$ cat src/rtl/io_map_pkg.sv
// I/O address map shared by the output registers and the input port.
// The whole I/O decode is kept here so every responder agrees on it.
package io_map_pkg;

    localparam int IO_BASE_BIT    = 9;
    localparam int IO_LED_BIT     = 2;
    localparam int IO_HEX_BIT     = 3;
    localparam int IO_KEY_BIT     = 4;
    localparam int IO_SW_BIT      = 5;
    localparam int IO_KEYEDGE_BIT = 6;

    // True when addr falls in I/O space and the given select bit is set
    function automatic logic io_sel(input logic [31:0] addr, input int sel_bit);
        return addr[IO_BASE_BIT] & addr[sel_bit];
    endfunction

endpackage

$ cat src/rtl/debounce_bit.sv
// Two-flop synchroniser followed by a counter debouncer for one input bit.
// fall pulses in the cycle the stable value commits a 1->0 transition.
module debounce_bit #(
    parameter int   DEBOUNCE_CYCLES = 4,
    parameter logic RESET_VAL       = 1'b0
) (
    input  logic clk,
    input  logic reset_n,
    input  logic din,
    output logic stable,
    output logic fall
);

    localparam int CW = $clog2(DEBOUNCE_CYCLES);
    localparam logic [CW-1:0] CNT_MAX = CW'(DEBOUNCE_CYCLES - 1);

    logic          sync1, sync2;
    logic [CW-1:0] cnt;
    logic          commit;

    always_ff @(posedge clk or negedge reset_n) begin
        if (!reset_n) begin
            sync1 <= RESET_VAL;
            sync2 <= RESET_VAL;
        end else begin
            sync1 <= din;
            sync2 <= sync1;
        end
    end

    assign commit = (sync2 != stable) && (cnt == CNT_MAX);
    assign fall   = commit & ~sync2;

    always_ff @(posedge clk or negedge reset_n) begin
        if (!reset_n) begin
            stable <= RESET_VAL;
            cnt    <= '0;
        end else if (sync2 == stable) begin
            cnt    <= '0;
        end else if (commit) begin
            stable <= sync2;
            cnt    <= '0;
        end else begin
            cnt    <= cnt + 1'b1;
        end
    end

endmodule

$ cat src/rtl/key_sw_input_port.sv
// Memory-mapped key/switch input responder: debounced levels, sticky
// write-1-to-clear key-press flags and a combinational I/O read path.
module key_sw_input_port
    import io_map_pkg::*;
#(
    parameter int DEBOUNCE_CYCLES = 4,
    parameter int KEY_W           = 4,
    parameter int SW_W            = 10
) (
    input  logic             clk,
    input  logic             reset_n,
    input  logic [KEY_W-1:0] key_raw,
    input  logic [SW_W-1:0]  sw_raw,
    input  logic [31:0]      addr,
    input  logic             memwrite,
    input  logic [31:0]      writedata,
    output logic [31:0]      io_readdata,
    output logic             key_irq
);

    logic [KEY_W-1:0] key_stable, key_fall, edge_flags, clr_mask;
    logic [SW_W-1:0]  sw_stable, sw_fall_unused;

    for (genvar i = 0; i < KEY_W; i++) begin : g_key
        debounce_bit #(.DEBOUNCE_CYCLES(DEBOUNCE_CYCLES), .RESET_VAL(1'b1)) u_db (
            .clk(clk), .reset_n(reset_n), .din(key_raw[i]),
            .stable(key_stable[i]), .fall(key_fall[i])
        );
    end

    for (genvar i = 0; i < SW_W; i++) begin : g_sw
        debounce_bit #(.DEBOUNCE_CYCLES(DEBOUNCE_CYCLES), .RESET_VAL(1'b0)) u_db (
            .clk(clk), .reset_n(reset_n), .din(sw_raw[i]),
            .stable(sw_stable[i]), .fall(sw_fall_unused[i])
        );
    end

    assign clr_mask = (memwrite && io_sel(addr, IO_KEYEDGE_BIT)) ? writedata[KEY_W-1:0] : '0;

    // New presses are OR-ed in after the clear so a same-cycle set wins
    always_ff @(posedge clk or negedge reset_n) begin
        if (!reset_n) edge_flags <= '0;
        else          edge_flags <= (edge_flags & ~clr_mask) | key_fall;
    end

    assign key_irq = |edge_flags;

    always_comb begin
        io_readdata = '0;
        if (addr[IO_BASE_BIT]) begin
            if (addr[IO_KEY_BIT])          io_readdata = 32'(key_stable);
            else if (addr[IO_SW_BIT])      io_readdata = 32'(sw_stable);
            else if (addr[IO_KEYEDGE_BIT]) io_readdata = 32'(edge_flags);
        end
    end

    logic unused_bits;
    assign unused_bits = ^{writedata[31:KEY_W], sw_fall_unused};

endmodule

$ cat config.mk
export PLATFORM = sky130hd
export DESIGN_NAME = key_sw_input_port
export DESIGN_NICKNAME = d
export VERILOG_FILES = /design/src/rtl/io_map_pkg.sv /design/src/rtl/debounce_bit.sv /design/src/rtl/key_sw_input_port.sv
export SDC_FILE = /design/constraint.sdc
export NUM_CORES = 1
export LEC_CHECK = 0
export ABC_AREA = 1
export BUFFER_PORTS_ARGS = -buffer_cell sky130_fd_sc_hd__buf_2
export CORE_MARGIN = 2
export CORE_UTILIZATION = 45
export DETAILED_ROUTE_END_ITERATION = 7
export PLACE_DENSITY = 0.73
export SLEW_MARGIN = 20
export SYNTH_ARGS = -nofsm -noshare
export SYNTH_HDL_FRONTEND = slang
export SYNTH_HIERARCHICAL = 1
export SYNTH_SLANG_ARGS = --single-unit
$ cat constraint.sdc
create_clock -name clk -period 0.86 [get_ports clk]
set_input_delay 0.215 -clock clk [delete_from_list [all_inputs] [get_ports clk]]
set_output_delay 0.215 -clock clk [all_outputs]
set_load 0.02 [all_outputs]
==> out/results.ini <==
[pwr]
vdd.ir_drop.worst_uv=1470
pwr_density_cell_mw_per_mm2=3040
total_switching_power_uw=5090
share_seq_of_total_power_pct=36.9
p_sw_share_pct=35.6
leakage_uw=0.00223
internal_power_uw=9210
total_power_uw=14300
comb_power_share_pct=40.0
clock_share_of_power_pct=23.1

[clock_network]
numClockSinks=74
cts-root-to-sink-buffers=2
clock_latency_at_the_later_pin_of_the_worst_skew_pair_ns=0.34
htreeDepth=3
clk_pin_slew_ns=0.08
cts_tree=done
ctsRootBufferMaster=sky130_fd_sc_hd__clkbuf_8
cts_inserted_buffers=9

[placement]
hpwl_um=3970
gpl.final_weighted_congestion=0.815
pre_cts_slack_ns=-0.343
port_buffers=35
placed_area_mm2=0.00371

[synthesis]
syn_area_mm2=0.00322
yosysWarningCount=6
postSynthAreaPerCell_um2=9.29
syn_inst_count=347

[layout]
filler_cell_count=497
share_of_cells_above_drive_strength_1_pct=61.3
n_antenna_cell=0
layout.cells.most_common=sky130_fd_sc_hd__dfrtp_1
seq_area_mm2=0.00187
area_overhead_of_the_layout_relative_to_synthesis_pct=45.8
finish.instance_area_mm2=0.00470
most-common-layout-cells=sky130_fd_sc_hd__dfrtp_1 (62), sky130_fd_sc_hd__inv_2 (50), sky130_fd_sc_hd__nand2_2 (35)
multi_input_gate_area_in_the_final_layout_mm2=0.00149
final_nets=529

[timing]
slew_viol_final=0
period_needed_ns=1.43
final_min_period_over_clock_period_pct=166
unrepaired_setup_endpoints_after_global_routing=yes
setup_viol_count_final=43
fin_tns_setup_ns=-5.94
fmaxAchievable_mhz=700
hold_viol_final=0
final.setup.worst_slack_ns=-0.568
final.setup_skew_ns=0.00599

[critical_path]
timing.critical_path.from_type=flip-flop
critPathBufInv=1
critical_path_rt_ns=0.64
worstPathMaxFanout=2
timing.critical_path.depth=5
cell_breakdown_of_the_critical_path=nand2_1 -> nand2_1 -> nor2_4 -> nor2_4 -> buf_6
slowest_stage_delay_cp_ns=0.38
regToRegSetupSlack_ns=-0.14
startpoint=g_sw[1].u_db/stable$_DFFE_PN0P_
timing.critical_path.arrival_ns=1.21
critical-path-top-delay-family=flip-flops
timing.critical_path.slowest_stage_cell=sky130_fd_sc_hd__dfrtp_1
destination_of_the_critical_timing_path=io_readdata[1]
critical_path.reg2reg.startpoint=g_key[1].u_db/stable$_DFFE_PN1P_
r2r_cells=5
cp-end-kind=output pin
critical_path_class=reg -> out
critical_path.reg2reg.endpoint=edge_flags[1]$_DFF_PN0_

[outcome]
violations=negative setup slack
run_status=finished with violations

[route]
routed_wire_length_per_instance_um=12.9
drt_first_pass_iters=4
drt_wl_total_um=6900
drtAntennaViolNets=0
num_vias=2437
drt_drc_violations_left=0
vias_cell=4.56
drtIter0Drc=63

[global_routing]
grt_pass1_wl_um=10800
grt.overflow.total=0
antenna_found_initial=0
pin_count_of_the_biggest_net_entering_global_routing=55
grt_pass1_vias=2551
global_route.usage.total_pct=18.3

[floorplan]
start_util_pct=46.9
boundaryPins=114
vert_die_dim_um=88.6
design.die.area_mm2=0.00786
die_width_um=88.6
core-area_mm2=0.00687
fp-row-count=30

[flow_run]
drv.max_cap_violation_count=0

[worst_hold_path]
holdCritPathClass=in -> reg

[stage by stage]
stage	instances	hold WS [ns]	utilization [%]
floorplan	368	-0.0806	-
global placement	499	0.244	54.1
detailed placement	499	0.248	54.1
CTS	533	0.132	65.2
global route	535	0.164	68.5
finish	535	0.157	68.5
[cell type report]
type / instances / share of cell area [%]
flip-flops and latches: 74 / 39.7
multi-input cells: 188 / 31.6
repair buffers: 80 / 14.0
inverters: 81 / 6.84
clock buffers: 10 / 2.93
well taps: 96 / 2.55
clock inverters: 6 / 2.39
[sequential cells by signal (all words and copies together), names as in the netlist]
| name | cells |
|---|---|
| edge_flags | 4 |
| g_key.u_db/cnt | 8 |
| g_key.u_db/stable | 4 |
| g_key.u_db/sync1 | 4 |
| g_key.u_db/sync2 | 4 |
| g_sw.u_db/cnt | 20 |
| g_sw.u_db/stable | 10 |
| g_sw.u_db/sync1 | 10 |
| g_sw.u_db/sync2 | 10 |
[metal layers]
| layer | vias up | global-route usage (%) | wire (um) |
|---|---|---|---|
| met5 | - | 0 | 0 |
| met4 | 0 | 9.23 | 185 |
| met3 | 17 | 4.57 | 220 |
| met2 | 55 | 32.7 | 3810 |
| met1 | 1193 | 19.9 | 2690 |
| li1 | 1172 | - | - |
[power by group through the flow]
stage	combinational (uW)	sequential, uW	clock (uW)
finish	5720	5270	3300
floorplan	2260	5050	0
global route	6300	5370	3520
global placement	3350	5000	0
detailed placement	3560	5070	0
CTS	4790	5210	3390
[worst min-delay path, cell delays in order]
cell	delay [ns]
sky130_fd_sc_hd__buf_2	0.09
sky130_fd_sc_hd__nand4_1	0.06
sky130_fd_sc_hd__nand2_1	0.05
sky130_fd_sc_hd__nand2_1	0.05
[how the worst min path moves through the flow]
stage | to | depth (start not counted) | startpoint
floorplan | edge_flags[0]$_DFF_PN0_ | 0 | reset_n
global placement | g_key[3].u_db/cnt[1]$_DFF_PN0_ | 2 | reset_n
detailed placement | g_key[3].u_db/cnt[1]$_DFF_PN0_ | 2 | reset_n
CTS | edge_flags[0]$_DFF_PN0_ | 4 | writedata[0]
global route | edge_flags[0]$_DFF_PN0_ | 4 | writedata[0]
finish | edge_flags[0]$_DFF_PN0_ | 4 | writedata[0]
[what timing repair did]
item                                   in CTS  in global routing
hold buffers                               15                  0
resized for setup                         119                 82
setup endpoints to repair                  55                 54
pin swaps                                  39                 40
cloned                                      0                  0
buffers inserted                            7                  5
endpoints found under the hold margin      76                  0
(Power assumes the default switching activity.)
